## config.mk

```make
export PLATFORM = sky130hd
export DESIGN_NAME = cdb_arbiter
export DESIGN_NICKNAME = d
export VERILOG_FILES = /design/src/rtl/viola_pkg.sv /design/src/rtl/result_fifo.sv /design/src/rtl/cdb_arbiter.sv
export SDC_FILE = /design/constraint.sdc
export NUM_CORES = 1
export LEC_CHECK = 0
export CORE_ASPECT_RATIO = 0.9
export CORE_UTILIZATION = 54
export CTS_CLUSTER_DIAMETER = 50
export DETAILED_ROUTE_END_ITERATION = 10
export GPL_TIMING_DRIVEN = 0
export PLACE_DENSITY = 0.91
export SETUP_SLACK_MARGIN = 0.5
export SLEW_MARGIN = 5
export SYNTH_ARGS = -nofsm -noshare
export SYNTH_HDL_FRONTEND = slang
export SYNTH_HIERARCHICAL = 1
export SYNTH_SLANG_ARGS = --single-unit
```

## constraint.sdc

```tcl
create_clock -name clk -period 4.4 [get_ports clk]
set_input_delay 0.66 -clock clk [delete_from_list [all_inputs] [get_ports clk]]
set_output_delay 0.66 -clock clk [all_outputs]
set_load 0.005 [all_outputs]
```

## src/rtl/viola_pkg.sv

```systemverilog
// Shared definitions for the result-writeback path: bus widths, the null
// ROB tag and the source encoding used on the common data bus.
package viola_pkg;

  localparam int TAG_W  = 3;
  localparam int DATA_W = 32;

  localparam logic [TAG_W-1:0] NULL_TAG = '0;

  localparam logic SRC_ALU = 1'b0;
  localparam logic SRC_MEM = 1'b1;

  // Round-robin pick between the two FIFO heads. When both are waiting, the
  // source that did not win last time gets the bus.
  function automatic logic pick_src(input logic alu_ne, input logic mem_ne,
                                    input logic rr_last);
    if (alu_ne && mem_ne) return ~rr_last;
    if (alu_ne)           return SRC_ALU;
    return SRC_MEM;
  endfunction

endpackage

```

## src/rtl/result_fifo.sv

```systemverilog
// Small circular FIFO holding (tag, value) results for one execution unit.
// The head is read straight from storage so the arbiter sees it before the edge.
module result_fifo #(
  parameter int DEPTH  = 2,
  parameter int TAG_W  = 3,
  parameter int DATA_W = 32
) (
  input  logic              clk,
  input  logic              rst,
  input  logic              clr,
  input  logic              push,
  input  logic [TAG_W-1:0]  push_tag,
  input  logic [DATA_W-1:0] push_value,
  input  logic              pop,
  output logic [TAG_W-1:0]  head_tag,
  output logic [DATA_W-1:0] head_value,
  output logic              empty,
  output logic              full
);

  localparam int PTR_W = (DEPTH > 1) ? $clog2(DEPTH) : 1;
  localparam int CNT_W = PTR_W + 1;

  logic [TAG_W-1:0]  tag_mem   [DEPTH];
  logic [DATA_W-1:0] value_mem [DEPTH];
  logic [PTR_W-1:0]  wr_ptr_reg;
  logic [PTR_W-1:0]  rd_ptr_reg;
  logic [CNT_W-1:0]  count_reg;
  logic              do_push;
  logic              do_pop;

  // Guard against overflow/underflow locally so callers cannot corrupt state.
  assign do_push = push && !full;
  assign do_pop  = pop && !empty;

  assign empty      = (count_reg == '0);
  assign full       = (count_reg == CNT_W'(DEPTH));
  assign head_tag   = tag_mem[rd_ptr_reg];
  assign head_value = value_mem[rd_ptr_reg];

  // Pointer and occupancy bookkeeping; DEPTH is a power of two so the
  // pointers wrap naturally.
  always_ff @(posedge clk) begin
    if (rst || clr) begin
      wr_ptr_reg <= '0;
      rd_ptr_reg <= '0;
      count_reg  <= '0;
    end else begin
      if (do_push) wr_ptr_reg <= wr_ptr_reg + PTR_W'(1);
      if (do_pop)  rd_ptr_reg <= rd_ptr_reg + PTR_W'(1);
      case ({do_push, do_pop})
        2'b10:   count_reg <= count_reg + CNT_W'(1);
        2'b01:   count_reg <= count_reg - CNT_W'(1);
        default: count_reg <= count_reg;
      endcase
    end
  end

  // Storage write; contents are don't-care while the FIFO is empty.
  always_ff @(posedge clk) begin
    if (do_push && !rst && !clr) begin
      tag_mem[wr_ptr_reg]   <= push_tag;
      value_mem[wr_ptr_reg] <= push_value;
    end
  end

endmodule

```

## src/rtl/cdb_arbiter.sv

```systemverilog
// Shares the single ROB completion port between the ALU and the memory unit:
// one result FIFO per source, a round-robin pick of the FIFO heads each cycle,
// and a registered common data bus carrying the winner.
module cdb_arbiter
  import viola_pkg::*;
#(
  parameter int TAG_W  = viola_pkg::TAG_W,
  parameter int DATA_W = viola_pkg::DATA_W,
  parameter int DEPTH  = 2
) (
  input  logic              clk,
  input  logic              rst,
  input  logic              flush,
  input  logic              alu_valid,
  input  logic [TAG_W-1:0]  alu_tag,
  input  logic [DATA_W-1:0] alu_value,
  output logic              alu_ready,
  input  logic              mem_valid,
  input  logic [TAG_W-1:0]  mem_tag,
  input  logic [DATA_W-1:0] mem_value,
  output logic              mem_ready,
  output logic [TAG_W-1:0]  cdb_num,
  output logic [DATA_W-1:0] cdb_value,
  output logic              cdb_src,
  output logic              conflict
);

  logic              alu_push, mem_push;
  logic              alu_pop, mem_pop;
  logic              alu_empty, mem_empty;
  logic              alu_full, mem_full;
  logic [TAG_W-1:0]  alu_head_tag, mem_head_tag;
  logic [DATA_W-1:0] alu_head_value, mem_head_value;
  logic              rr_last_reg;
  logic              any_req;
  logic              both_req;
  logic              gnt_src;

  // Ready comes only from registered occupancy: a full FIFO stays not-ready
  // even in a cycle where it is being popped.
  assign alu_ready = !alu_full;
  assign mem_ready = !mem_full;

  // Tag 0 is the idle marker on the bus, so such offers are silently dropped.
  assign alu_push = alu_valid && !alu_full && (alu_tag != TAG_W'(NULL_TAG));
  assign mem_push = mem_valid && !mem_full && (mem_tag != TAG_W'(NULL_TAG));

  assign any_req  = !alu_empty || !mem_empty;
  assign both_req = !alu_empty && !mem_empty;
  assign gnt_src  = pick_src(!alu_empty, !mem_empty, rr_last_reg);

  assign alu_pop = any_req && (gnt_src == SRC_ALU);
  assign mem_pop = any_req && (gnt_src == SRC_MEM);

  result_fifo #(.DEPTH(DEPTH), .TAG_W(TAG_W), .DATA_W(DATA_W)) u_alu_fifo (
    .clk        (clk),
    .rst        (rst),
    .clr        (flush),
    .push       (alu_push),
    .push_tag   (alu_tag),
    .push_value (alu_value),
    .pop        (alu_pop),
    .head_tag   (alu_head_tag),
    .head_value (alu_head_value),
    .empty      (alu_empty),
    .full       (alu_full)
  );

  result_fifo #(.DEPTH(DEPTH), .TAG_W(TAG_W), .DATA_W(DATA_W)) u_mem_fifo (
    .clk        (clk),
    .rst        (rst),
    .clr        (flush),
    .push       (mem_push),
    .push_tag   (mem_tag),
    .push_value (mem_value),
    .pop        (mem_pop),
    .head_tag   (mem_head_tag),
    .head_value (mem_head_value),
    .empty      (mem_empty),
    .full       (mem_full)
  );

  // Registered CDB and round-robin history; flush leaves cdb_value/src as-is.
  always_ff @(posedge clk) begin
    if (rst) begin
      rr_last_reg <= SRC_MEM;
      cdb_num     <= '0;
      cdb_value   <= '0;
      cdb_src     <= SRC_ALU;
      conflict    <= 1'b0;
    end else if (flush) begin
      rr_last_reg <= SRC_MEM;
      cdb_num     <= '0;
      conflict    <= 1'b0;
    end else if (!any_req) begin
      cdb_num  <= '0;
      conflict <= 1'b0;
    end else begin
      conflict <= both_req;
      cdb_src  <= gnt_src;
      if (both_req) rr_last_reg <= gnt_src;
      if (gnt_src == SRC_ALU) begin
        cdb_num   <= alu_head_tag;
        cdb_value <= alu_head_value;
      end else begin
        cdb_num   <= mem_head_tag;
        cdb_value <= mem_head_value;
      end
    end
  end

endmodule

```

* After elaboration in Yosys (flattened, before gate mapping)
Memories as Yosys holds them, arrays and structs flattened. A register that Yosys moved wholly into a read port is not among the register bits.
Cells that the tools add are included.
** Word-level totals
- Flip-flop bits (word level) :: 46
- Memory bits (writable) :: 140
- Input port bits :: 75
- Output and inout port bits :: 39
- Logic and storage cells :: 89
- Memories kept :: 4
** Operators by class
- $add $sub $neg :: 8
- Eq/ne operators :: 6
- Muxes and demuxes :: 23
- Bitwise gates (word level) :: 4
- Reduce and logical (&&, ||, !) cells :: 33
** Memories
- u_alu_fifo.value_mem :: words 2, width 32, rd ports 1, clocked after memory_dff 1, write ports 1, line result_fifo.sv:25 : logic [DATA_W-1:0] value_mem [DEPTH];
- u_mem_fifo.value_mem :: words 2, width 32, rd ports 1, clocked after memory_dff 1, write ports 1, line result_fifo.sv:25
- u_alu_fifo.tag_mem :: words 2, width 3, rd ports 1, clocked after memory_dff 1, write ports 1, line result_fifo.sv:24 : logic [TAG_W-1:0] tag_mem [DEPTH];
- u_mem_fifo.tag_mem :: words 2, width 3, rd ports 1, clocked after memory_dff 1, write ports 1, line result_fifo.sv:24
** Operators by type and width (number)
- two-way mux 32 bit :: 1
- two-way mux 1 bit :: 19
- logical AND 1 bit :: 15
- == test 2 bit (second input constant) :: 4
- case mux 2 bit (2 select lines) :: 2
- zero test 1 bit :: 6
- nonzero test 3 bit :: 2
- adder 1 bit (second input constant) :: 4
- adder 2 x 1 -> 2 bit (second input constant) :: 2
- == test 2 x 1 -> 1 bit (second input constant) :: 2
- zero test 2 bit :: 2
- inverter 1 bit :: 4
- AND reduction 2 bit :: 2
- nonzero test 2 bit :: 2
- subtractor 2 x 1 -> 2 bit (second input constant) :: 2
- two-way mux 3 bit :: 1
- OR reduction 3 bit :: 1
- logical OR 1 bit :: 2
- OR reduction 2 bit :: 1

* Longest topological paths before layout
- Word-level depth :: 12
- Depth in mapped cells :: 10
- Gate-level depth less buffers :: 8

* Cells and area by module
Netlist, hierarchy kept.
** Modules (own cells, without submodules)
- result_fifo :: instances 2, cells an instance 137, area an instance 2750.1 sq um, sequential area each 2202.1 sq um
- cdb_arbiter :: instances 1, cells an instance 207, area an instance 1898.1 sq um, sequential area each 760.7 sq um

* Least setup slack after synthesis
OpenSTA, ideal clock, no wires.
- Kind :: input port to flip-flop
- From :: input rst
- To :: memory u_alu_fifo.tag_mem[0][0] (enable)
- Setup time :: 0.471 ns
- Arrival :: 3.485 ns
- Data required time :: 3.929 ns
- Path slack :: 0.444 ns
- Stages on the path :: 3
- Buffers on the path :: 1
- Path through :: or2_0 -> clkbuf_1 -> nor3_1
** Between the ends
- Longest elaborated chain between the ends :: 5
** Ends and longest elaborated chain
- start, declared :: line cdb_arbiter.sv:12 : input logic rst,
- zero test 1 bit :: line result_fifo.sv:61 : if (do_push && !rst && !clr) begin
- logical AND 1 bit (2 in a row) :: line result_fifo.sv:61
- two-way mux 1 bit :: line result_fifo.sv:61
- two-way mux 1 bit (not written as such) :: line result_fifo.sv:62 : tag_mem[wr_ptr_reg] <= push_tag;
- end, declared :: line result_fifo.sv:24
No other way between the ends.

* Worst setup path after layout
- From :: input flush
- To :: memory u_alu_fifo.value_mem[0][17] (enable)
** Between the ends
- Longest elaborated chain between the ends :: 4
** Ends and longest elaborated chain
- start, declared :: line cdb_arbiter.sv:13 : input logic flush,
- zero test 1 bit :: line result_fifo.sv:61
- logical AND 1 bit :: line result_fifo.sv:61
- two-way mux 1 bit :: line result_fifo.sv:61
- two-way mux 1 bit (not written as such) :: line result_fifo.sv:63 : value_mem[wr_ptr_reg] <= push_value;
- end, declared :: line result_fifo.sv:25
No other way between the ends.

==> out/results.tsv <==
stage	metric	value	unit
status	status	complete, but fails checks	
status	failing checks	DRC	
layout	post-route insts no fill	806	
sta	# setup viols final	0	
sta	Hold Slack	0.5231	ns
die	Starting Density	0.5537	
min_path	Hold WC Path Type	reg -> reg	
layout	post-route cell area	9490	um2
clock_tree	H-Tree Depth	4	
sta	Final Max Slew Viols	0	
clock_tree	Longest Clk Path Bufs	2	
setup_path	critical path, cell by cell	clkdlybuf4s50_1 -> or2_0 -> clkbuf_1 -> nor3_2 -> buf_6 -> buf_4	
clock_tree	TritonCTS clock tree	done	
flow_run	Max Cap Viol	0	
route	Post-DRT Antenna Nets	0	
layout	most common cell after layout, fill and taps aside	edfxtp_1	
clock_tree	Sink Count	188	
synthesis	total of warnings raised by yosys	6	
route	Routed met3 length	852	um
pwr	Logic pwr share	0.092	
die	row count	40	
pwr	Clk pwr share	0.399	
synthesis	synthesized area	7398	um2
setup_path	Worst setup SP type	primary input	
clock_tree	clock-pin slew on the worst setup and hold paths	0.06	ns
place	area post-placement	8880	um2
sta	RSZ-0062 raised after global routing	no	
synthesis	Primary FF master, synth	edfxtp_1	
route	Iteration-0 DRC Markers	494	
setup_path	Max FO, Critical Path	12	
grt	largest net degree at the start of global routing	17	
pwr	Cell Pwr Density	410.9	nW/um2
die	die area	14170	um2
route	top routing layer in use	met4	
pwr	sequential share of power	0.509	
synthesis	syn_nets	558	
pwr	Net Sw Frac	0.2110	
place	Place WS	1.331	ns
layout	antenna cells	0	
grt	global-route usage over all layers	0.2452	
layout	nets	702	
place	GPL Wtd Cong	0.8794	
layout	commonest non-fill, non-tap cells in the layout	edfxtp_1 (140), clkdlybuf4s50_1 (113), mux2_1 (70)	
setup_path	WP buf/inv	4	
clock_tree	Root Driver	clkbuf_16	
synthesis	post-synthesis sequential area ratio	0.6981	
synthesis	synth top area cells	edfxtp_1 (57%), dfxtp_1 (13%), mux2_1 (11%)	
setup_path	CP Data Required Time	4.53	ns
synthesis	Synth Register Bits	188	
sta	Slew @ Worst Pin	0.8123	ns
route	Avg WL per Cell	20.48	um
pwr	Switch Pwr	0.0008226	W
route	Vias	4593	
synthesis	average size of a mapped cell	15.38	um2
place	number of port buffers	113	
setup_path	Setup Crit Path Kind	in -> reg	
setup_path	cell family with the largest share of critical-path delay	buffers and inverters	
setup_path	slowest stage delay, CP	0.66	ns
grt	vias in the first global route	4773	
clock_tree	CTS Buf Count	17	
sta	min cycle time layout	2.649	ns
die	die height	113.0	um
pwr	Max VDD drop	0.3003	mV
setup_path	CP max stage cell	nor3_2	
layout	Largest regs	u_alu_fifo/value_mem (64), u_mem_fifo/value_mem (64), cdb_value (32)	
setup_path	Arr. time, crit path	2.77	ns
sta	PnR worst setup slack	1.751	ns
route	met2 WL	8330	um
setup_path	Worst setup EP type	flop	
die	die width	125.4	um
pwr	P_int	0.003077	W
grt	first-pass GRT wire length	25320	um
synthesis	ys async rst share	0	
die	core area	13360	um2
synthesis	post-synth cell types	31	
pwr	Leak Pwr	3.264	nW
route	Routed WL	16510	um
layout	Area Growth Syn to Fin	28.28	%
synthesis	post-synth top area share	0.5682	
synthesis	Post-synth EDFFs	140	
sta	final hold viol count	0	
synthesis	area leader, netlist	edfxtp_1	
sta	relative slew slack	0.4585	
layout	share of cells above drive strength 1	0.1834	
route	Remaining DRCs	5	
clock_tree	Post-CTS Hold Buffers	0	
clock_tree	worst skew pair latency	0.43	ns
route	Metal-1 WL	6760	um
sta	Post-Route Skew	0.007163	ns
sta	fin crit share	0.6020	
route	DR pass1 iterations	10	
sta	fmax	377.5	MHz
grt	antenna violations before repair	0	
clock_tree	Post-CTS Setup Repair Bufs	0	
die	# IOs	114	
place	dpl cells	774	
grt	total grt overflow	0	
clock_tree	Resized cells post-CTS	0	
place	HPWL Detailed	11660	um
route	vias per cell	5.699	
synthesis	Mapped Cells	481	
## kinds of logic (layout without fill, tap and decap cells)
family	count (synthesis)	count (layout)	share of synthesized area
xor gates and xnor gates	7	7	0.008287
buffers and inverters	36	193	0.02841
and+or+nand+nor	93	93	0.05243
DFF	188	188	0.6981
AOI/OAI and AO/OA	82	82	0.09877
muxes	73	73	0.1106
adders and majority gates	2	2	0.003382
## final cells by class
type	count	area, um2
flip-flops and latches	188	5165
fillers	780	3872
multi-input cells	257	2043
repair buffers	125	1251
clock buffers	21	471.7
well taps	168	210.2
plain buffers	28	177.7
clock inverters	11	138.9
inverters	8	32.53
## tightest hold or removal path, cell delays in order (launching register included)
cell and delay, ns:
dfxtp_1 0.34, o21ai_0 0.08, a21oi_1 0.06
## routing by layer
metal	vias up	track usage
met4	0	0.1268
met2	181	0.4238
met3	43	0.04965
met1	2296	0.2937
met5	-	0
li1	2073	-
## synthesized netlist by cell type, drive strengths merged (3+ instances only)
master  count
a21oi      39
mux2       70
inv         8
mux2i       3
nor2       41
edfxtp    140
nor3        7
o21ai       4
a211oi     32
dfxtp      48
or3         5
clkbuf      3
xor2        3
buf        25
xnor2       4
nand2      33
## power by group through the flow
stage	Combinational (W)	Clock [W]	Sequential [W]
4_1_cts	0.000357	0.00157	0.00198
2_1_floorplan	0.000164	0	0.00202
6_report	0.000358	0.00156	0.00199
3_5_place_dp	0.000351	0	0.00202
5_1_grt	0.000381	0.00164	0.00199
3_3_place_gp	0.000326	0	0.00202
## path summary, 6_finish.rpt
kind                                         startpoint                           to  slack (ns)  cells past startpoint
worst max-delay path                              flush  u_alu_fifo/value_mem[0][17]        1.75                      6
worst min-delay path              u_alu_fifo/wr_ptr_reg        u_alu_fifo/wr_ptr_reg        0.52                      2
worst max register to register  u_alu_fifo/count_reg[0]  u_alu_fifo/value_mem[0][17]        2.01                      7
worst min register to register    u_alu_fifo/wr_ptr_reg        u_alu_fifo/wr_ptr_reg        0.52                      2
## metrics by stage
step | utilization | total power (W) | setup TNS, ns
6_report | 0.7102 | 0.003899 | 0
5_1_grt | 0.7102 | 0.004013 | 0
4_1_cts | 0.7102 | 0.003914 | 0
3_5_place_dp | 0.6645 | 0.002373 | 0
3_3_place_gp | 0.6540 | 0.002348 | -199.22
2_1_floorplan | - | 0.002183 | 0
Note: power is estimated with default switching activity, not from simulation.
